**config.mk**
```make
export PLATFORM = sky130hd
export DESIGN_NAME = psqwg_sequencer_flat
export DESIGN_NICKNAME = d
export VERILOG_FILES = /design/src/rtl/psqwg_sequencer_if.sv /design/src/rtl/psqwg_sequencer.sv /design/src/flat_wrapper.sv
export SDC_FILE = /design/constraint.sdc
export NUM_CORES = 1
export LEC_CHECK = 0
export CELL_PAD_IN_SITES_DETAIL_PLACEMENT = 0
export CELL_PAD_IN_SITES_GLOBAL_PLACEMENT = 1
export CORE_ASPECT_RATIO = 1.2
export CORE_MARGIN = 2
export CORE_UTILIZATION = 43
export DETAILED_ROUTE_END_ITERATION = 10
export PLACE_DENSITY = 0.72
export RECOVER_POWER = 100
export SETUP_SLACK_MARGIN = 0.05
export SLEW_MARGIN = 5
export SYNTH_ARGS = -nofsm -noshare
export SYNTH_HDL_FRONTEND = slang
export SYNTH_SLANG_ARGS = --single-unit
```
**constraint.sdc**
```tcl
create_clock -name clk -period 2.4 [get_ports clk]
set_input_delay 0.6 -clock clk [delete_from_list [all_inputs] [get_ports clk]]
set_output_delay 0.6 -clock clk [all_outputs]
set_load 0.02 [all_outputs]
```
**src/rtl/psqwg_sequencer_if.sv**
```systemverilog
// Bus bundle for the square-wave pattern sequencer: table write port,
// playback control and playback status.
interface psqwg_sequencer_if #(
  parameter int IDX_W = 2,
  parameter int REP_W = 4
);
  logic             wr_en;
  logic [IDX_W-1:0] wr_addr;
  logic [3:0]       wr_m;
  logic [3:0]       wr_n;
  logic [REP_W-1:0] wr_rep;
  logic             start;
  logic             stop;
  logic             loop;
  logic [IDX_W-1:0] last_idx;
  logic             sq_wave;
  logic             busy;
  logic [IDX_W-1:0] seg_idx;
  logic             seg_tick;
  logic             done;

  modport master (
    output wr_en, wr_addr, wr_m, wr_n, wr_rep, start, stop, loop, last_idx,
    input  sq_wave, busy, seg_idx, seg_tick, done
  );

  modport slave (
    input  wr_en, wr_addr, wr_m, wr_n, wr_rep, start, stop, loop, last_idx,
    output sq_wave, busy, seg_idx, seg_tick, done
  );
endinterface

```
**src/rtl/psqwg_sequencer.sv**
```systemverilog
// Square-wave pattern sequencer: plays a table of {on, off, repeat} segments,
// using a unit prescaler and a unit counter for timing.
module psqwg_sequencer #(
  parameter int DEPTH    = 4,
  parameter int IDX_W    = 2,
  parameter int TICK_DIV = 5,
  parameter int REP_W    = 4
) (
  input  logic              clk,
  input  logic              rst,
  psqwg_sequencer_if.slave  bus
);

  localparam int PRE_W = (TICK_DIV > 1) ? $clog2(TICK_DIV) : 1;
  localparam logic [PRE_W-1:0] PRE_LAST = PRE_W'(TICK_DIV - 1);

  typedef enum logic [1:0] {IDLE, LOAD, HIGH, LOW} state_t;

  logic [3:0]       tab_m   [DEPTH];
  logic [3:0]       tab_n   [DEPTH];
  logic [REP_W-1:0] tab_rep [DEPTH];

  state_t           state_reg, state_next;
  logic [IDX_W-1:0] idx_reg, idx_next;
  logic [3:0]       m_reg, m_next;
  logic [3:0]       n_reg, n_next;
  logic [REP_W-1:0] rep_reg, rep_next;
  logic [REP_W-1:0] per_reg, per_next;
  logic [PRE_W-1:0] pre_reg, pre_next;
  logic [3:0]       unit_reg, unit_next;
  logic             sq_reg;
  logic             done_reg, done_next;
  logic             seg_end, period_end, phase_end, seg_tick;
  logic [3:0]       phase_len;

  // Table is kept in registers because reset must clear every entry.
  generate
    for (genvar gi = 0; gi < DEPTH; gi++) begin : g_tab
      always_ff @(posedge clk) begin
        if (rst) begin
          tab_m[gi]   <= '0;
          tab_n[gi]   <= '0;
          tab_rep[gi] <= '0;
        end else if (bus.wr_en && bus.wr_addr == IDX_W'(gi)) begin
          tab_m[gi]   <= bus.wr_m;
          tab_n[gi]   <= bus.wr_n;
          tab_rep[gi] <= bus.wr_rep;
        end
      end
    end
  endgenerate

  always_ff @(posedge clk) begin
    if (rst) begin
      state_reg <= IDLE;
      idx_reg   <= '0;
      m_reg     <= '0;
      n_reg     <= '0;
      rep_reg   <= '0;
      per_reg   <= '0;
      pre_reg   <= '0;
      unit_reg  <= '0;
      sq_reg    <= 1'b0;
      done_reg  <= 1'b0;
    end else begin
      state_reg <= state_next;
      idx_reg   <= idx_next;
      m_reg     <= m_next;
      n_reg     <= n_next;
      rep_reg   <= rep_next;
      per_reg   <= per_next;
      pre_reg   <= pre_next;
      unit_reg  <= unit_next;
      sq_reg    <= (state_next == HIGH);
      done_reg  <= done_next;
    end
  end

  always_comb begin
    state_next = state_reg;
    idx_next   = idx_reg;
    m_next     = m_reg;
    n_next     = n_reg;
    rep_next   = rep_reg;
    per_next   = per_reg;
    pre_next   = '0;
    unit_next  = '0;
    done_next  = 1'b0;
    seg_end    = 1'b0;
    period_end = 1'b0;
    phase_len  = (state_reg == HIGH) ? m_reg : n_reg;
    phase_end  = (pre_reg == PRE_LAST) && (unit_reg == phase_len - 4'd1);

    case (state_reg)
      IDLE: begin
        if (bus.start) begin
          state_next = LOAD;
          idx_next   = '0;
        end
      end
      LOAD: begin
        m_next   = tab_m[idx_reg];
        n_next   = tab_n[idx_reg];
        rep_next = tab_rep[idx_reg];
        per_next = '0;
        if (tab_m[idx_reg] != 4'd0)      state_next = HIGH;
        else if (tab_n[idx_reg] != 4'd0) state_next = LOW;
        else                             seg_end    = 1'b1;
      end
      HIGH, LOW: begin
        if (phase_end) begin
          if (state_reg == HIGH && n_reg != 4'd0) state_next = LOW;
          else                                    period_end = 1'b1;
        end else if (pre_reg == PRE_LAST) begin
          unit_next = unit_reg + 4'd1;
        end else begin
          pre_next  = pre_reg + 1'b1;
          unit_next = unit_reg;
        end
      end
      default: state_next = IDLE;
    endcase

    // Repeat periods restart with no gap; counters are already cleared above.
    if (period_end) begin
      if (per_reg < rep_reg) begin
        per_next   = per_reg + 1'b1;
        state_next = (m_reg != 4'd0) ? HIGH : LOW;
      end else begin
        seg_end = 1'b1;
      end
    end

    if (seg_end) begin
      if (idx_reg != bus.last_idx) begin
        idx_next   = idx_reg + 1'b1;
        state_next = LOAD;
      end else if (bus.loop) begin
        idx_next   = '0;
        state_next = LOAD;
      end else begin
        idx_next   = '0;
        state_next = IDLE;
        done_next  = 1'b1;
      end
    end

    if (bus.stop) begin
      state_next = IDLE;
      idx_next   = '0;
      done_next  = 1'b0;
      pre_next   = '0;
      unit_next  = '0;
    end

    seg_tick = seg_end && !bus.stop;
  end

  assign bus.sq_wave  = sq_reg;
  assign bus.busy     = (state_reg != IDLE);
  assign bus.seg_idx  = idx_reg;
  assign bus.seg_tick = seg_tick;
  assign bus.done     = done_reg;

endmodule

```
**src/flat_wrapper.sv**
```systemverilog
// flat-port wrapper written by rule: the top's interface ports become plain ports
module psqwg_sequencer_flat 
#(
  parameter int DEPTH    = 4,
  parameter int IDX_W    = 2,
  parameter int TICK_DIV = 5,
  parameter int REP_W    = 4
)
  (clk, rst, bus_wr_en, bus_wr_addr, bus_wr_m, bus_wr_n, bus_wr_rep, bus_start, bus_stop, bus_loop, bus_last_idx, bus_sq_wave, bus_busy, bus_seg_idx, bus_seg_tick, bus_done);
  psqwg_sequencer_if #(.IDX_W(IDX_W), .REP_W(REP_W)) bus_i ();
  input  logic clk;
  input  logic rst;
  input wire logic [$bits(bus_i.wr_en)-1:0] bus_wr_en;
  input wire logic [$bits(bus_i.wr_addr)-1:0] bus_wr_addr;
  input wire logic [$bits(bus_i.wr_m)-1:0] bus_wr_m;
  input wire logic [$bits(bus_i.wr_n)-1:0] bus_wr_n;
  input wire logic [$bits(bus_i.wr_rep)-1:0] bus_wr_rep;
  input wire logic [$bits(bus_i.start)-1:0] bus_start;
  input wire logic [$bits(bus_i.stop)-1:0] bus_stop;
  input wire logic [$bits(bus_i.loop)-1:0] bus_loop;
  input wire logic [$bits(bus_i.last_idx)-1:0] bus_last_idx;
  output wire logic [$bits(bus_i.sq_wave)-1:0] bus_sq_wave;
  output wire logic [$bits(bus_i.busy)-1:0] bus_busy;
  output wire logic [$bits(bus_i.seg_idx)-1:0] bus_seg_idx;
  output wire logic [$bits(bus_i.seg_tick)-1:0] bus_seg_tick;
  output wire logic [$bits(bus_i.done)-1:0] bus_done;
  assign bus_i.wr_en = bus_wr_en;
  assign bus_i.wr_addr = bus_wr_addr;
  assign bus_i.wr_m = bus_wr_m;
  assign bus_i.wr_n = bus_wr_n;
  assign bus_i.wr_rep = bus_wr_rep;
  assign bus_i.start = bus_start;
  assign bus_i.stop = bus_stop;
  assign bus_i.loop = bus_loop;
  assign bus_i.last_idx = bus_last_idx;
  assign bus_sq_wave = bus_i.sq_wave;
  assign bus_busy = bus_i.busy;
  assign bus_seg_idx = bus_i.seg_idx;
  assign bus_seg_tick = bus_i.seg_tick;
  assign bus_done = bus_i.done;
  psqwg_sequencer #(.DEPTH(DEPTH), .IDX_W(IDX_W), .TICK_DIV(TICK_DIV), .REP_W(REP_W)) u_core (.clk(clk), .rst(rst), .bus(bus_i));
endmodule
```
==> impl_metrics.csv, run 1 <==
group,metric,value,unit
run_status,run_status,"finished, violations left",
run_status,failed_checks,"setup timing",
clocking,clock_latency,0.35,ns
grt,antenna_found_initial,0,
worst_setup_path,cp-end-kind,"primary output",
power_and_ir_drop,clkPwrFrac,36.5,%
final_layout,design_area,4920,sq um
worst_setup_path,cp_cell_sequence,"buf_12, mux4_2, or4_4, nor3_4, nand2_2, and2_4, nor2_4, buf_6",
timing,slew_violations,0,
power_and_ir_drop,intPower,2.124,mW
grt,grt_pass1_wl,12940,microns
power_and_ir_drop,power_frac_seq,55.0,%
detailed_routing,drt_iter0_drc,104,
worst_setup_path,critPathBufInv,2,
timing,min_period_over_period,130.1,%
final_layout,final_cell_mix,"buf_4, and2_1, edfxtp_1",
worst_setup_path,cp_slowest_cell,"or4_4",
timing,finalHoldViolCount,0,
synth,synthesis.area,3811,sq um
timing,worst_slew_pin_slew,0.8443,ns
synth,yosysTopAreaCellShare,37.82,%
timing,grt_setup_unrepaired,"true",
synth,ys_ff_latch,79,
final_layout,top_regs,"u_core.tab_m x16, u_core.tab_n x16, u_core.tab_rep x16",
timing,layout_setup_ws,-0.7232,ns
detailed_routing,num_vias,2637,
place,place_inst,503,
final_layout,nets,431,
detailed_routing,drt_first_pass_iters,4,
synth,synth-main-ff-cell,"edfxtp_1",
power_and_ir_drop,powerDensity,566.6,nW/um^2
power_and_ir_drop,swShare,23.81,%
floorplan,rows,37,
worst_setup_path,critPathKind,"reg -> out",
hold_path,hp-start,"u_core.rep_reg[1]",
grt,grt-ovfl-total,0,
power_and_ir_drop,switchingPower,0.6638,mW
clocking,clock_sinks,79,
detailed_routing,ant_nets,0,
detailed_routing,drc,0,
clocking,htree_levels,3,
timing,finalSetupViolations,7,
floorplan,die_h,107.1,microns
synth,synth_fp_nets,351,
grt,grt_pass1_vias,2709,
detailed_routing,finalWirelength,7835,microns
synth,synth.area.top_cells,"edfxtp_1, dfxtp_1, and2_1",
clocking,cts_tree,"built",
final_layout,drive_gt1_share,28.57,%
synth,avgSynthCellArea,11.87,sq um
floorplan,fp.dieW,89.94,microns
floorplan,dieArea,9635,sq um
synth,yosysSeqAreaShare,54.10,%
final_layout,fillers,771,
synth,synthArstFlopShare,0,%
power_and_ir_drop,peakVddDrop,0.4149,mV
worst_setup_path,max_stage_delay,0.57,ns
grt,grt.total_usage,17.36,%
detailed_routing,detail_route.vias_per_cell,5.042,
timing,period_minus_slack,3.123,ns
final_layout,syn_to_final_growth,29.09,%
clocking,cts_root_buf,"clkbuf_8",
clocking,cts-buffers-inserted,9,
worst_setup_path,cp_max_fo,8,
synth,yosysUniqueCellTypes,57,
place,gp_congestion,0.8136,
synth,syn_inst,321,
floorplan,start_util,44.26,%
place,post-dp-hpwl,5723,microns
timing,holdWs,0.4542,ns
timing,slew_headroom,43.51,%
clocking,cts.path.max_buffers,2,
clocking,cts.clk_slew.worst_paths,0.08,ns
floorplan,coreArea,8611,sq um
final_layout,antenna_cells,0,
synth,yosysTopAreaCell,"edfxtp_1",
floorplan,io_pins,28,
timing,timing.fmax,320.2,MHz
hold_path,hp-class,"reg -> reg",
detailed_routing,routedWlPerCell,14.98,microns
place,portBuffers,27,
timing,finClkSkew,0.01170,ns
final_layout,final_util,57.13,%
synth,synth_warnings,0,
worst_setup_path,crit_arrival,2.52,ns
power_and_ir_drop,combPwrFrac,8.6,%
timing,finalSetupTns,-1.566,ns
worst_setup_path,worstSetupStartpointType,"flop",
synth,synth_edf_count,48,
worst_setup_path,cp.required,1.80,ns
place,place_area,4582,sq um
flow_run,drv_cap,0,
final_layout,layout.cells.most_common,"buf_4",
final_layout,final_cells,523,
worst_setup_path,critical_path.top_delay_family,"simple AND/OR/NAND/NOR gates",
grt,grt_max_degree,17,
power_and_ir_drop,power_leakage,1.836,nW
[through the flow]
stage / power [mW] / setup WS, ns
4_1_cts: 2.815 / -0.7491
3_5_place_dp: 1.794 / -0.8779
6_report: 2.788 / -0.7232
2_1_floorplan: 1.667 / -0.3237
3_3_place_gp: 1.789 / -0.8521
5_1_grt: 2.910 / -0.8247
[layer usage]
layer	up-vias	global-route usage, %	share of wire, %
met1	1285	20.07	43
met4	0	4.725	1.3
li1	1314	-	-
met3	8	4.498	2.4
met2	30	31.98	54
met5	-	0	0
[final timing paths]
kind | endpoint | slack (ns) | cells past startpoint
worst max-delay path | bus_seg_tick | -0.72 | 8
worst max register to register | u_core.bus.seg_idx[1] | -0.22 | 10
worst min register to register | u_core.rep_reg[1] | 0.45 | 2
worst min-delay path | u_core.rep_reg[1] | 0.45 | 2
[Yosys cell counts (all sizes together), types with 3 or more instances]
master  number
and2        51
edfxtp      48
nand2       34
dfxtp       31
a21oi       18
clkbuf      13
nor2        13
mux4        12
inv         11
nor3        11
ha           8
nand2b       7
mux2i        5
o21ai        5
xnor2        5
nor4         4
o211ai       4
a211o        3
buf          3
nor3b        3
or3          3
xor2         3
[worst register-to-register path, cell delays in order (launching register included)]
cell and delay [ns]:
dfxtp_2 0.35, buf_12 0.13, mux4_2 0.51, or4_4 0.57, nor3_4 0.20, nand2_2 0.07
and2_4 0.17, buf_4 0.13, buf_6 0.10, buf_6 0.11, a41o_1 0.18
[power groups by stage]
stage / Sequential (mW) / Clock, mW / Combinational (mW)
floorplan: 1.55 / 0 / 0.115
global placement: 1.56 / 0 / 0.229
detailed placement: 1.56 / 0 / 0.231
CTS: 1.53 / 1.05 / 0.234
global route: 1.54 / 1.11 / 0.261
finish: 1.53 / 1.02 / 0.239
[cells by family (layout without fill, tap and decap cells)]
family                     count (synthesis)  in the layout  synth area share, %
buffers and inverters                     27            112                3.316
xor gates and xnor gates                   8              8                1.839
muxes                                     19             19                9.586
adders and majority gates                  8              8                2.627
and+or+nand+nor                          137            137                20.35
AOI/OAI and AO/OA                         43             43                8.175
DFF                                       79             79                54.10
[what timing repair did]
action	CTS	global route
pin swaps	7	4
hold buffers	0	0
buffers inserted	2	2
endpoints found under the setup margin	11	13
gates resized for setup	15	18
[area by class of cell]
class | count | area, sq um | share of cell area (%)
clock inverters | 7 | 78.83 | 1.602
flip-flops and latches | 79 | 2064 | 41.96
well taps | 117 | 146.4 | 2.976
multi-input cells | 215 | 1730 | 35.17
repair buffers | 85 | 734.5 | 14.93
clock buffers | 9 | 123.9 | 2.518
inverters | 11 | 41.29 | 0.8393
No activity file was read; power rests on OpenSTA's default activity.
==> run 2: changes to the inputs <==
--- a/config.mk
+++ b/config.mk
@@ -9,9 +9,9 @@
 export CELL_PAD_IN_SITES_GLOBAL_PLACEMENT = 1
 export CORE_ASPECT_RATIO = 1.2
 export CORE_MARGIN = 2
-export CORE_UTILIZATION = 43
+export CORE_UTILIZATION = 47
 export DETAILED_ROUTE_END_ITERATION = 10
-export PLACE_DENSITY = 0.72
+export PLACE_DENSITY = 0.75
 export RECOVER_POWER = 100
 export SETUP_SLACK_MARGIN = 0.05
 export SLEW_MARGIN = 5
==> constraint.sdc (replaced) <==
create_clock -name clk -period 3.4 [get_ports clk]
set_input_delay 0.85 -clock clk [delete_from_list [all_inputs] [get_ports clk]]
set_output_delay 0.85 -clock clk [all_outputs]
set_load 0.02 [all_outputs]
==> run 2 against run 1 <==
  * The run now ends clean
  * Final cell count decreased by 11%
  * Setup slack improved by 0.74 ns
  * Critical path depth is the same
  * Sequential share of layout area rose by 4.4 points
  * Critical endpoint unchanged
  * Design area is 9.6% lower
  * Sequential cell count unchanged
==> impl_metrics.csv, run 2 (synthesized netlist as in run 1, its figures left out) <==
group,metric,value,unit
run_status,run_status,"finished clean",
timing,finalSetupViolations,0,
timing,grt_setup_unrepaired,"true",
final_layout,syn_to_final_growth,16.74,%
detailed_routing,drt_first_pass_iters,4,
grt,grt-ovfl-total,0,
floorplan,rows,36,
power_and_ir_drop,power_leakage,1.602,nW
clocking,cts.clk_slew.worst_paths,0.08,ns
timing,slew_headroom,47.04,%
place,post-dp-hpwl,5268,microns
clocking,hold_buffers,0,
final_layout,layout.cells.most_common,"edfxtp_1",
power_and_ir_drop,peakVddDrop,0.2417,mV
clocking,cts-buffers-inserted,9,
timing,holdWs,0.4570,ns
timing,slew_violations,0,
detailed_routing,drc,0,
clocking,clock_latency,0.35,ns
timing,finalSetupTns,0,ns
worst_setup_path,crit_arrival,2.54,ns
hold_path,hp-class,"reg -> reg",
detailed_routing,detail_route.vias_per_cell,5.248,
power_and_ir_drop,powerDensity,410.4,nW/um^2
detailed_routing,num_vias,2456,
detailed_routing,wl_met2,3790,microns
detailed_routing,wl_met3,184,microns
detailed_routing,ant_nets,0,
place,place_area,4285,sq um
detailed_routing,top_layer,"met4",
clocking,htree_levels,3,
timing,period_minus_slack,3.386,ns
worst_setup_path,critPathKind,"reg -> out",
grt,grt_pass1_wl,12210,microns
floorplan,coreArea,8018,sq um
place,portBuffers,27,
detailed_routing,wl_met1,3195,microns
final_layout,design_area,4449,sq um
detailed_routing,drt_iter0_drc,101,
timing,min_period_over_period,99.58,%
floorplan,start_util,47.53,%
worst_setup_path,regToRegSetupSlack,0.66,ns
final_layout,nets,398,
worst_setup_path,endpoint,"bus_seg_tick",
flow_run,drv_cap,0,
timing,worst_slew_pin_slew,0.7944,ns
timing,finClkSkew,0.009510,ns
place,place_inst,448,
clocking,clock_sinks,79,
final_layout,fillers,724,
clocking,cts_root_buf,"clkbuf_8",
power_and_ir_drop,power.total,1.826,mW
floorplan,die_h,102.6,microns
grt,grt_pass1_vias,2416,
timing,finalHoldViolCount,0,
grt,grt.total_usage,18.52,%
final_layout,final_cell_mix,"edfxtp_1, nand2_1, dfxtp_1",
place,gp_congestion,0.7587,
clocking,cts.path.max_buffers,2,
detailed_routing,routedWlPerCell,15.74,microns
detailed_routing,finalWirelength,7364,microns
final_layout,antenna_cells,0,
worst_setup_path,cp-end-kind,"primary output",
floorplan,io_pins,28,
worst_setup_path,cp.required,2.55,ns
worst_setup_path,worstSetupStartpointType,"flop",
grt,grt_max_degree,18,
final_layout,seq_area,2063,sq um
final_layout,multi_input_area,1618,sq um
grt,antenna_found_initial,0,
worst_setup_path,rr_worst_depth,10,
timing,timing.fmax,295.4,MHz
final_layout,final_cells,468,
floorplan,dieArea,8849,sq um
final_layout,top_regs,"u_core.tab_m x16, u_core.tab_n x16, u_core.tab_rep x16",
clocking,cts_tree,"built",
worst_setup_path,cp_max_fo,8,
floorplan,fp.dieW,86.21,microns
final_layout,drive_gt1_share,15.55,%
[run 2: cell count changes in the layout (fill, tap and decap cells not counted), moves of 2 or more]
cell / previous run / this run
buf_4: 53 / 17
and2_0: 0 / 29
and2_1: 50 / 21
clkbuf_1: 0 / 8
clkdlybuf4s50_1: 26 / 19
dlygate4sd3_1: 0 / 7
buf_6: 5 / 1
a31o_1: 0 / 2
a31o_2: 2 / 0
mux2i_1: 3 / 5
mux2i_4: 2 / 0
[run 2: critical path, cell delays in order (launching register included)]
cell and delay (ns):
dfxtp_2 0.34, buf_12 0.13, mux4_2 0.51, or4_4 0.58, nor3_4 0.19, nand2_2 0.07, and2_4 0.17, nor2_4 0.07
buf_6 0.12
[run 2: final cells by class]
| type | count | area share (%) |
|---|---|---|
| flip-flops and latches | 79 | 46.37 |
| well taps | 95 | 2.672 |
| inverters | 11 | 0.9280 |
| clock inverters | 6 | 0.7874 |
| clock buffers | 10 | 2.868 |
| repair buffers | 52 | 10.01 |
| multi-input cells | 215 | 36.36 |
[run 2: worst min path at each step]
stage                      start                end  slack [ns]  cells after the start
2_1_floorplan  u_core.pre_reg[0]  u_core.pre_reg[0]        0.43                      1
3_3_place_gp   u_core.rep_reg[0]  u_core.rep_reg[0]        0.44                      2
3_5_place_dp   u_core.rep_reg[0]  u_core.rep_reg[0]        0.45                      2
4_1_cts        u_core.rep_reg[0]  u_core.rep_reg[0]        0.46                      2
5_1_grt        u_core.rep_reg[0]  u_core.rep_reg[0]        0.47                      2
6_report       u_core.rep_reg[0]  u_core.rep_reg[0]        0.46                      2
[run 2: metrics by stage]
stage	worst slack, ns	util [%]
floorplan	0.2819	-
global placement	-0.1340	53.45
detailed placement	-0.1671	53.45
CTS	-0.01674	55.77
global route	-0.08360	55.49
finish	0.01430	55.49
[run 2: per-layer routing]
layer  GRT usage, %  vias up
met5              0        -
met4          9.255        0
met3          3.042       15
met2          32.38       30
met1          22.21     1161
li1               -     1250
[run 2: repair_timing]
item | in CTS | in global routing
resized for setup | 14 | 0
pin swaps | 4 | 4
cloned | 0 | 0
setup buffers | 2 | 2
endpoints found under the setup margin | 1 | 1
[run 2: where the power goes]
| group | switching, mW | leakage, nW | internal, mW | total [mW] |
|---|---|---|---|---|
| Sequential | 0.0163 | 0.723 | 1.06 | 1.08 |
| Clock | 0.343 | 0.0800 | 0.261 | 0.604 |
| Combinational | 0.0745 | 0.799 | 0.0667 | 0.141 |
| Total | 0.434 | 1.60 | 1.39 | 1.83 |
